**src/rtl/sender_multibit.sv**
```systemverilog
// Multi-bit covert-channel sender: each BPS-bit symbol is sent as sym*BLK_PER_LVL
// cache-line loads per window. Optional parity sync windows: define SENDER_PARITY_EN.
module sender_multibit #(
  parameter int STR_LEN      = 64,
  parameter int LOG_STR_LEN  = 6,
  parameter int BPS          = 2,
  parameter int BLK_PER_LVL  = 4,
  parameter int TAG_LEN      = 8,
  parameter int COUNTER_SIZE = 16,
  parameter int ECI_W        = 6
) (
  input  logic                    clk,
  input  logic                    rst_n,
  input  logic                    input_ready,
  input  logic [STR_LEN-1:0]      string_i,   // "string" is a reserved word
  input  logic [LOG_STR_LEN-1:0]  eos,
  input  logic [ECI_W-1:0]        eci,
  input  logic [COUNTER_SIZE-1:0] total_cycles,
  input  logic [COUNTER_SIZE-1:0] recv_wait_cycles,
  input  logic [COUNTER_SIZE-1:0] total_ed_cycles,
  input  logic [COUNTER_SIZE-1:0] crf_total_cycles,
  input  logic [COUNTER_SIZE-1:0] crp_total_cycles,
  input  logic                    retvalS,
  output logic                    validS,
  output logic                    opcodeS,
  output logic [TAG_LEN-1:0]      addrS,
  output logic                    busy,
  output logic                    done,
  output logic [LOG_STR_LEN:0]    sym_index
);

  typedef enum logic [2:0] {S_IDLE, S_WAIT, S_COMM, S_SYNC, S_DONE} state_e;

  localparam int TGT_W   = 32;
  localparam int SYM_MAX = (1 << BPS) - 1;

  localparam logic [COUNTER_SIZE-1:0] CNT_ONE  = COUNTER_SIZE'(1);
  localparam logic [COUNTER_SIZE:0]   WCNT_ONE = (COUNTER_SIZE + 1)'(1);
  localparam logic [ECI_W-1:0]        ECI_ONE  = ECI_W'(1);
  localparam logic [TAG_LEN-1:0]      TAG_ONE  = TAG_LEN'(1);
  localparam logic [LOG_STR_LEN:0]    IDX_STEP = (LOG_STR_LEN + 1)'(BPS);

  state_e                  state_q, state_d;
  logic [COUNTER_SIZE:0]   wcnt_q;
  logic [COUNTER_SIZE-1:0] count_q, ed_count_q;
  logic [TAG_LEN-1:0]      issued_q;
  logic [ECI_W-1:0]        eci_cnt_q;
  logic [LOG_STR_LEN:0]    sym_index_q;

  logic [STR_LEN+BPS-1:0]  msg_pad;
  logic [BPS-1:0]          sym;
  logic [COUNTER_SIZE:0]   wait_lim;
  logic [COUNTER_SIZE-1:0] win_cnt;
  logic                    win_last;
  logic                    last_sym;
  logic                    eci_hit;
  logic [TGT_W-1:0]        tgt_comm, tgt_sync, target;
  logic                    req;
  logic                    hs;

  // Zero padding above the message makes bit positions past STR_LEN read as 0.
  assign msg_pad  = {{BPS{1'b0}}, string_i};
  assign sym      = msg_pad[sym_index_q +: BPS];
  assign wait_lim = {1'b0, crf_total_cycles} + {1'b0, crp_total_cycles} + WCNT_ONE;

  assign win_cnt  = (state_q == S_SYNC) ? ed_count_q : count_q;
  assign win_last = (state_q == S_SYNC) ? (ed_count_q == total_ed_cycles - CNT_ONE)
                                        : (count_q == total_cycles - CNT_ONE);
  assign last_sym = (32'(sym_index_q) + 32'(BPS)) >= 32'(STR_LEN);
  assign eci_hit  = (eci != '0) && (eci_cnt_q == eci - ECI_ONE);

  assign tgt_comm = TGT_W'(sym) * TGT_W'(BLK_PER_LVL);

`ifdef SENDER_PARITY_EN
  logic [BPS-1:0] par_acc_q, par_tgt_q;
  assign tgt_sync = TGT_W'(par_tgt_q) * TGT_W'(BLK_PER_LVL);
`else
  assign tgt_sync = TGT_W'(SYM_MAX * BLK_PER_LVL);
`endif

  assign target = (state_q == S_SYNC) ? tgt_sync : tgt_comm;

  // Request is a pure decode of registered state, so the cutoff removes it on
  // the very edge the window counter reaches recv_wait_cycles-1.
  assign req = ((state_q == S_COMM) || (state_q == S_SYNC))
            && (TGT_W'(issued_q) < target)
            && (win_cnt < recv_wait_cycles - CNT_ONE);
  assign hs  = req && retvalS;

  // State register.
  // NOTE: every piece of state is reset asynchronously so validS and addrS fall
  // the moment rst_n drops, without waiting for a clock edge.
  always_ff @(posedge clk or negedge rst_n) begin
    if (!rst_n) state_q <= S_IDLE;
    else        state_q <= state_d;
  end

  // Next-state logic.
  // NOTE: state_d is given a default before the case so no path leaves it
  // unassigned, which would infer a latch.
  always_comb begin
    state_d = state_q;
    unique case (state_q)
      S_IDLE: if (input_ready) state_d = S_WAIT;
      S_WAIT: begin
        if (!input_ready)           state_d = S_IDLE;
        else if (wcnt_q == wait_lim) state_d = S_COMM;
      end
      S_COMM: begin
        if (!input_ready)  state_d = S_IDLE;
        else if (win_last) begin
          if (last_sym)     state_d = S_DONE;
          else if (eci_hit) state_d = S_SYNC;
        end
      end
      S_SYNC: begin
        if (!input_ready)  state_d = S_IDLE;
        else if (win_last) state_d = S_COMM;
      end
      S_DONE: if (!input_ready) state_d = S_IDLE;
      default: state_d = S_IDLE;
    endcase
  end

  // Datapath: window counters, issued tag, symbol pointer.
  // NOTE: sequential state uses non-blocking assignments only, so every
  // register samples the pre-edge values of the others.
  always_ff @(posedge clk or negedge rst_n) begin
    if (!rst_n) begin
      wcnt_q      <= '0;
      count_q     <= '0;
      ed_count_q  <= '0;
      issued_q    <= '0;
      eci_cnt_q   <= '0;
      sym_index_q <= '0;
    end else begin
      unique case (state_q)
        S_IDLE: begin
          if (input_ready) sym_index_q <= {1'b0, eos};
          wcnt_q     <= '0;
          count_q    <= '0;
          ed_count_q <= '0;
          issued_q   <= '0;
          eci_cnt_q  <= '0;
        end
        S_WAIT: wcnt_q <= wcnt_q + WCNT_ONE;
        S_COMM: begin
          if (win_last) begin
            count_q     <= '0;
            issued_q    <= '0;
            sym_index_q <= sym_index_q + IDX_STEP;
            eci_cnt_q   <= eci_hit ? '0 : eci_cnt_q + ECI_ONE;
          end else begin
            count_q <= count_q + CNT_ONE;
            if (hs) issued_q <= issued_q + TAG_ONE;
          end
        end
        S_SYNC: begin
          if (win_last) begin
            ed_count_q <= '0;
            count_q    <= '0;
            issued_q   <= '0;
          end else begin
            ed_count_q <= ed_count_q + CNT_ONE;
            if (hs) issued_q <= issued_q + TAG_ONE;
          end
        end
        default: ;
      endcase
      // Abort: leaving for IDLE drops any pending request and clears counters.
      if (state_d == S_IDLE) begin
        wcnt_q     <= '0;
        count_q    <= '0;
        ed_count_q <= '0;
        issued_q   <= '0;
        eci_cnt_q  <= '0;
      end
    end
  end

`ifdef SENDER_PARITY_EN
  // XOR of symbols since the last sync; snapshotted into par_tgt_q on SYNC entry.
  always_ff @(posedge clk or negedge rst_n) begin
    if (!rst_n) begin
      par_acc_q <= '0;
      par_tgt_q <= '0;
    end else if (state_q == S_IDLE) begin
      par_acc_q <= '0;
    end else if (state_q == S_COMM && win_last && input_ready) begin
      if (state_d == S_SYNC) begin
        par_tgt_q <= par_acc_q ^ sym;
        par_acc_q <= '0;
      end else begin
        par_acc_q <= par_acc_q ^ sym;
      end
    end
  end
`endif

  // Outputs.
  always_comb begin
    validS    = req;
    opcodeS   = req;
    addrS     = issued_q;
    busy      = (state_q != S_IDLE);
    done      = (state_q == S_DONE);
    sym_index = sym_index_q;
  end

endmodule

```
**config.mk**
```make
export PLATFORM = sky130hd
export DESIGN_NAME = sender_multibit
export DESIGN_NICKNAME = d
export VERILOG_FILES = /design/src/rtl/sender_multibit.sv
export SDC_FILE = /design/constraint.sdc
export NUM_CORES = 1
export LEC_CHECK = 0
export CORE_ASPECT_RATIO = 0.5
export CORE_MARGIN = 1
export CORE_UTILIZATION = 70
export CTS_CLUSTER_DIAMETER = 50
export DETAILED_ROUTE_END_ITERATION = 12
export DONT_BUFFER_PORTS = 1
export PLACE_DENSITY = 0.86
export SKIP_LAST_GASP = 1
export SLEW_MARGIN = 15
export SYNTH_ARGS = -nofsm -noshare
export SYNTH_HDL_FRONTEND = slang
export SYNTH_SLANG_ARGS = --single-unit
```
**constraint.sdc**
```tcl
create_clock -name clk -period 9.15 [get_ports clk]
set_clock_uncertainty 0.05 [all_clocks]
set_input_delay 0.915 -clock clk [delete_from_list [all_inputs] [get_ports clk]]
set_output_delay 0.915 -clock clk [all_outputs]
set_load 0.02 [all_outputs]
```
==> run_results.csv, run 1 <==
group,metric,value,unit
run_status,outcome,"completed",
detailed_routing,drtIter0Drc,781,
sta,slew_headroom,0.307,
clock_network,cts_root_buf,"clkbuf_16",
final_layout,fin_area,8700,um^2
placement,placed_cell_area,8400,um^2
global_routing,grtUsageTotal,0.378,
detailed_routing,drcViolationCount,0,
floorplanning,ios,179,
sta,setup_ws,4060,ps
floorplanning,die_w,157,um
final_layout,area_growth_syn_to_layout,3.47,%
detailed_routing,wl_per_cell,19.4,um
sta,finalHoldViolCount,0,
critical_path,critPathLaunchType,"flop",
floorplanning,die_area,12500,um^2
critical_path,r2r_cells,13,
detailed_routing,via_count,8276,
clock_network,cts_htree_levels,3,
placement,io_buffers,0,
power_and_ir_drop,powerDensity,115,nW/um^2
sta,fin_crit_sh,0.556,
final_layout,layout_commonest_cell,"nand2_1",
detailed_routing,first_pass_iters,5,
critical_path,cp.arrival,4120,ps
clock_network,post_cts_buffers,0,
final_layout,post-route-util,0.766,
final_layout,nets,1222,
final_layout,mostFrequentLayoutCells,"nand2_1 (126), o21ai_0 (77), nor2_1 (72), dfrtp_1 (71), xnor2_1 (53)",
final_layout,drive_above_1_share,0.0655,
sta,fin_setup_tns,0,ps
global_routing,grt_pass1_wl,37.1,mm
synthesis,synthFlopType,"dfrtp_1",
sta,slew_violations,0,
synthesis,synth_cells,1063,
critical_path,crit_fanout,26,
synthesis,syn_nets,1266,
synthesis,synth_cell_types,82,
detailed_routing,viasPerCell,7.00,
floorplanning,core-area,11400,um^2
synthesis,async_flop_share,1.00,
sta,fin_crit,5090,ps
floorplanning,initial_utilization,0.741,
detailed_routing,finalWirelength,23.0,mm
clock_network,clock_latency,350,ps
synthesis,synth_area,8410,um^2
hold_path,hp-class,"in2async",
critical_path,endpoint_kind,"output port",
synthesis,synth_warnings,0,
placement,hpwl,17.5,mm
global_routing,antenna_found_initial,0,
clock_network,cts_made_buffers,9,
clock_network,cts_resized,0,
run,maxCapViolCount,0,
clock_network,tritoncts,"done",
floorplanning,fp.dieH,79.5,um
critical_path,cp.required,8190,ps
global_routing,grt_overflow,0,
clock_network,clkSinkCount,73,
placement,globalplace.congestion,0.958,
global_routing,grt_max_degree,74,
clock_network,hold_buffers,0,
placement,place_ws,4410,ps
detailed_routing,ant_nets,0,
global_routing,first_global_vias,7970,
sta,worst_pin_slew,1040,ps
critical_path,critPathKind,"reg2out",
clock_network,clkTransAtPathRegs,60,ps
sta,fmax,197,MHz
synthesis,synth-seq-cells,73,
clock_network,clockBufferDepth,2,
synthesis,avgSynthCellArea,7.91,um^2
final_layout,diodes,0,
sta,rsz0062_at_grt,"no",
power_and_ir_drop,ir_drop,131,uV
floorplanning,rows,27,
synthesis,synth-edff-count,0,
synthesis,synth_seq_area_share,0.217,
power_and_ir_drop,leakagePower,0.00356,uW
sta,setup_violations,0,
==> per-stage QoR <==
step,total power [uW],cells,hold slack (ps)
after global routing,1040,1182,200
final,1000,1182,211
after floorplan,590,1063,465
after CTS,999,1182,204
after global placement,627,1167,507
after detailed placement,636,1167,530
==> worst max-delay path, stage by stage, from the launching register on <==
cell	delay, ps
dfrtp_1	1030
nor2b_1	220
a221oi_1	380
o21ai_0	140
a31oi_1	210
o22ai_1	90
nor3_1	250
nor2_1	70
ha_1	180
nor4_1	260
o2111ai_1	180
a21oi_1	760
==> cells in the mapped netlist, types with 12 or more instances <==
master | instances | area (um^2)
clkbuf_1 | 43 | 161
mux4_2 | 17 | 383
and3_1 | 24 | 150
nor2_1 | 72 | 270
xor2_1 | 42 | 368
nor3_1 | 29 | 145
nor2b_1 | 16 | 100
o31ai_1 | 13 | 97.6
a22oi_1 | 23 | 173
nand2_1 | 126 | 473
nand2b_1 | 12 | 75.1
dfrtp_1 | 73 | 1830
nand3_1 | 49 | 245
a21oi_1 | 48 | 240
xnor2_1 | 53 | 464
or3_1 | 13 | 81.3
ha_1 | 42 | 526
nor4_1 | 17 | 106
inv_1 | 37 | 139
mux2i_1 | 39 | 390
nand4_1 | 16 | 100
o21ai_0 | 77 | 385
==> sequential cells by signal, indices dropped and copies added, names as in the netlist <==
signal      cells
eci_cnt_q       6
ed_count_q     16
sym_index       7
count_q        16
wcnt_q         17
addrS           8
state_q         3
==> metal layers <==
layer,vias to the layer above,part of all wire,global-route usage
met4,0,0.030,0.164
li1,3858,-,-
met5,-,0,0
met2,429,0.48,0.666
met1,3916,0.40,0.449
met3,73,0.085,0.0809
==> cell type report <==
cell class	count	area, um^2
clock buffers	11	253
clock inverters	4	51.3
fillers	837	2650
inverters	37	139
multi-input cells	895	6210
flip-flops and latches	73	1830
well taps	159	199
repair buffers	3	22.5
==> report_power, final <==
group | leakage [uW] | internal, uW | switching, uW | total [uW]
clock network | 0.000148 | 225 | 139 | 364
logic | 0.00242 | 132 | 139 | 272
registers | 0.000997 | 329 | 36.7 | 365
total | 0.00356 | 686 | 316 | 1000
==> worst paths after layout <==
path,from,endpoint,slack (ps)
worst max-delay path,sym_index[1]$_DFFE_PN0P_,opcodeS,4060
worst min-delay path,rst_n,sym_index[1]$_DFFE_PN0P_,210
worst max register to register,sym_index[1]$_DFFE_PN0P_,addrS[2]$_DFFE_PN0P_,4670
worst min register to register,eci_cnt_q[1]$_DFFE_PN0P_,eci_cnt_q[1]$_DFFE_PN0P_,530
max in group asynchronous,rst_n,wcnt_q[16]$_DFFE_PN0P_,8690
min in group clk,eci_cnt_q[1]$_DFFE_PN0P_,eci_cnt_q[1]$_DFFE_PN0P_,530
==> logic make-up after synthesis <==
family	after synthesis	share of synthesized area
DFF	73	0.217
muxes	62	0.100
buffers and inverters	95	0.0446
adders and majority gates	43	0.0649
xor gates and xnor gates	95	0.0990
and+or+nand+nor	435	0.270
AOI/OAI and AO/OA	260	0.204
(Power assumes the default switching activity.)
==> run 2: changes to the inputs <==
--- a/config.mk
+++ b/config.mk
@@ -5,13 +5,14 @@
 export SDC_FILE = /design/constraint.sdc
 export NUM_CORES = 1
 export LEC_CHECK = 0
+export ABC_AREA = 1
 export CORE_ASPECT_RATIO = 0.5
 export CORE_MARGIN = 1
-export CORE_UTILIZATION = 70
+export CORE_UTILIZATION = 60
 export CTS_CLUSTER_DIAMETER = 50
 export DETAILED_ROUTE_END_ITERATION = 12
 export DONT_BUFFER_PORTS = 1
-export PLACE_DENSITY = 0.86
+export PLACE_DENSITY = 0.79
 export SKIP_LAST_GASP = 1
 export SLEW_MARGIN = 15
 export SYNTH_ARGS = -nofsm -noshare
==> constraint.sdc (replaced) <==
create_clock -name clk -period 4.2 [get_ports clk]
set_clock_uncertainty 0.05 [all_clocks]
set_input_delay 0.42 -clock clk [delete_from_list [all_inputs] [get_ports clk]]
set_output_delay 0.42 -clock clk [all_outputs]
set_load 0.02 [all_outputs]
==> run_results.csv, run 2 <==
group,metric,value,unit
floorplanning,core-area,13900,um^2
clock_network,tritoncts,"done",
detailed_routing,via_count,9069,
synthesis,ys_top_cells_by_area,"dfrtp_1 (21%), nand2_1 (16%), xor2_1 (8.8%), nor2_1 (6.4%), ha_1 (6.0%)",
floorplanning,rows,30,
clock_network,cts_htree_levels,3,
clock_network,clkSinkCount,73,
sta,fin_crit_sh,0.916,
power_and_ir_drop,ir_drop,211,uV
critical_path,cp.required,3730,ps
detailed_routing,first_pass_iters,7,
final_layout,largest_register_ffs,17,
synthesis,synthFlopType,"dfrtp_1",
detailed_routing,ant_nets,0,
sta,rsz0062_at_grt,"no",
floorplanning,die_area,15100,um^2
power_and_ir_drop,leakagePower,0.00418,uW
critical_path,endpoint_kind,"output port",
critical_path,crit_fanout,18,
sta,slew_headroom,0.390,
power_and_ir_drop,seq_power_share,0.327,
detailed_routing,wl_per_cell,15.2,um
synthesis,yosysTopAreaCell,"dfrtp_1",
synthesis,async_flop_share,1.00,
hold_path,hp-class,"in2reg",
power_and_ir_drop,powerDensity,249,nW/um^2
power_and_ir_drop,clkPwrFrac,0.324,
clock_network,clockBufferDepth,2,
floorplanning,fp.dieH,87.3,um
final_layout,largest_register,"wcnt_q",
final_layout,layout_commonest_cell,"nand2_1",
final_layout,area_growth_syn_to_layout,5.67,%
synthesis,avgSynthCellArea,6.35,um^2
global_routing,grt_pass1_wl,39.0,mm
placement,hpwl,18.6,mm
floorplanning,ios,179,
critical_path,cp.arrival,3380,ps
sta,finalHoldViolCount,0,
floorplanning,die_w,173,um
floorplanning,initial_utilization,0.629,
detailed_routing,drtIter0Drc,739,
run,maxCapViolCount,0,
global_routing,antenna_found_initial,0,
synthesis,synth_area,8730,um^2
power_and_ir_drop,switching_share,0.383,
sta,worst_pin_slew,915,ps
clock_network,cts_root_buf,"clkbuf_16",
synthesis,syn_nets,1578,
run_status,outcome,"completed",
critical_path,critPathLaunchType,"flop",
global_routing,first_global_vias,8233,
power_and_ir_drop,cellInternalPower,1420,uW
synthesis,synth-seq-cells,73,
final_layout,nets,1562,
synthesis,synth-edff-count,0,
synthesis,yosysMostFrequentCell,"nand2_1",
synthesis,synth_top_area_share,0.209,
detailed_routing,viasPerCell,5.83,
sta,fin_setup_tns,0,ps
global_routing,grt_max_degree,74,
final_layout,drive_above_1_share,0.0718,
power_and_ir_drop,p_comb_frac,0.350,
placement,globalplace.congestion,0.943,
final_layout,reg_top3,"wcnt_q: 17 flops, count_q: 16 flops, ed_count_q: 16 flops",
placement,io_buffers,0,
synthesis,synth_cell_types,53,
detailed_routing,finalWirelength,23.6,mm
sta,hold-worst-slack,170,ps
final_layout,post-route-util,0.665,
sta,slew_violations,0,
global_routing,grt_overflow,0,
critical_path,critPathKind,"reg2out",
clock_network,clkTransAtPathRegs,60,ps
clock_network,cts_made_buffers,9,
detailed_routing,drcViolationCount,0,
synthesis,synth_cells,1375,
synthesis,synth_warnings,0,
clock_network,clock_latency,340,ps
synthesis,synth_seq_area_share,0.209,
final_layout,mostFrequentLayoutCells,"nand2_1 (363), nor2_1 (150), inv_1 (137), nand3_1 (101), xor2_1 (88)",
sta,setup_violations,0,
power_and_ir_drop,p_switching,880,uW
sta,fin_crit,3850,ps
global_routing,grtUsageTotal,0.314,
synthesis,synth_commonest_cells,"nand2_1 (363), nor2_1 (150), inv_1 (137), nand3_1 (101), xor2_1 (88)",
final_layout,diodes,0,
sta,fmax,260,MHz
[run 2: kinds of logic after synthesis]
group	synth area share
AND/OR/NAND/NOR	0.376
XOR/XNOR	0.127
adder cells (fa/ha/maj)	0.0625
buffers and inverters	0.0869
flip-flops	0.209
AO/OA/AOI/OAI	0.138
[run 2: final timing paths]
path / start / to / slack, ps / cells after the start
setup / recovery: sym_index[1]$_DFFE_PN0P_ / validS / 350 / 17
hold / removal: eos[0] / sym_index[0]$_DFFE_PN0P_ / 170 / 2
setup reg to reg: sym_index[1]$_DFFE_PN0P_ / addrS[1]$_DFFE_PN0P_ / 760 / 20
hold reg to reg: count_q[7]$_DFFE_PN0P_ / count_q[7]$_DFFE_PN0P_ / 490 / 2
max in group asynchronous: rst_n / sym_index[0]$_DFFE_PN0P_ / 3160 / 2
min in group asynchronous: rst_n / count_q[5]$_DFFE_PN0P_ / 590 / 2
[run 2: layout make-up]
type	count	area, um^2
Timing Repair Buffer	18	183
Clock buffer	9	225
Inverter	145	544
Sequential cell	73	1830
Multi-Input combinational cell	1112	6150
Tap cell	192	240
Clock inverter	7	58.8
Fill cell	1265	4660
[run 2: power by group through the flow]
| stage | logic [uW] | clock network [uW] | registers, uW |
|---|---|---|---|
| after detailed placement | 772 | 0 | 763 |
| after floorplan | 606 | 0 | 761 |
| after global placement | 758 | 0 | 762 |
| after global routing | 910 | 779 | 753 |
| after CTS | 795 | 754 | 749 |
| final | 803 | 743 | 751 |
[run 2: layer usage]
layer | up-vias | GRT usage | wire (um)
met5 | - | 0 | 0
met4 | 0 | 0.0674 | 255
met3 | 32 | 0.0576 | 1880
met2 | 360 | 0.520 | 10700
met1 | 4192 | 0.430 | 10800
li1 | 4485 | - | -
[run 2: worst max-delay path, stage by stage, from the launching register on]
cell and delay [ps]:
dfrtp_2 520, buf_4 220, nor2_2 270, o21ai_0 150
o22ai_1 130, a21oi_1 50, nand2_1 60, nand3_1 90
nand3_1 120, nand3_1 140, nand2_1 90, inv_1 50
ha_1 180, a21oi_1 130, nand3_1 100, nor3_1 170
a21boi_1 250, and2_2 330
[run 2: timing repair]
item / in CTS / in global routing
gates resized for setup: 0 / 2
endpoints found under the setup margin: 0 / 2
setup buffers: 0 / 0
hold buffers: 2 / 0
hold endpoints to repair: 73 / 0
[run 2: through the flow]
stage	worst slack, ps	power, uW	std cells	cell area [um^2]
2_1_floorplan	614	1370	1375	8730
3_5_place_dp	455	1530	1538	8910
5_1_grt	55.6	2440	1556	9230
6_report	353	2300	1556	9230
3_3_place_gp	520	1520	1538	8910
4_1_cts	142	2300	1556	9230
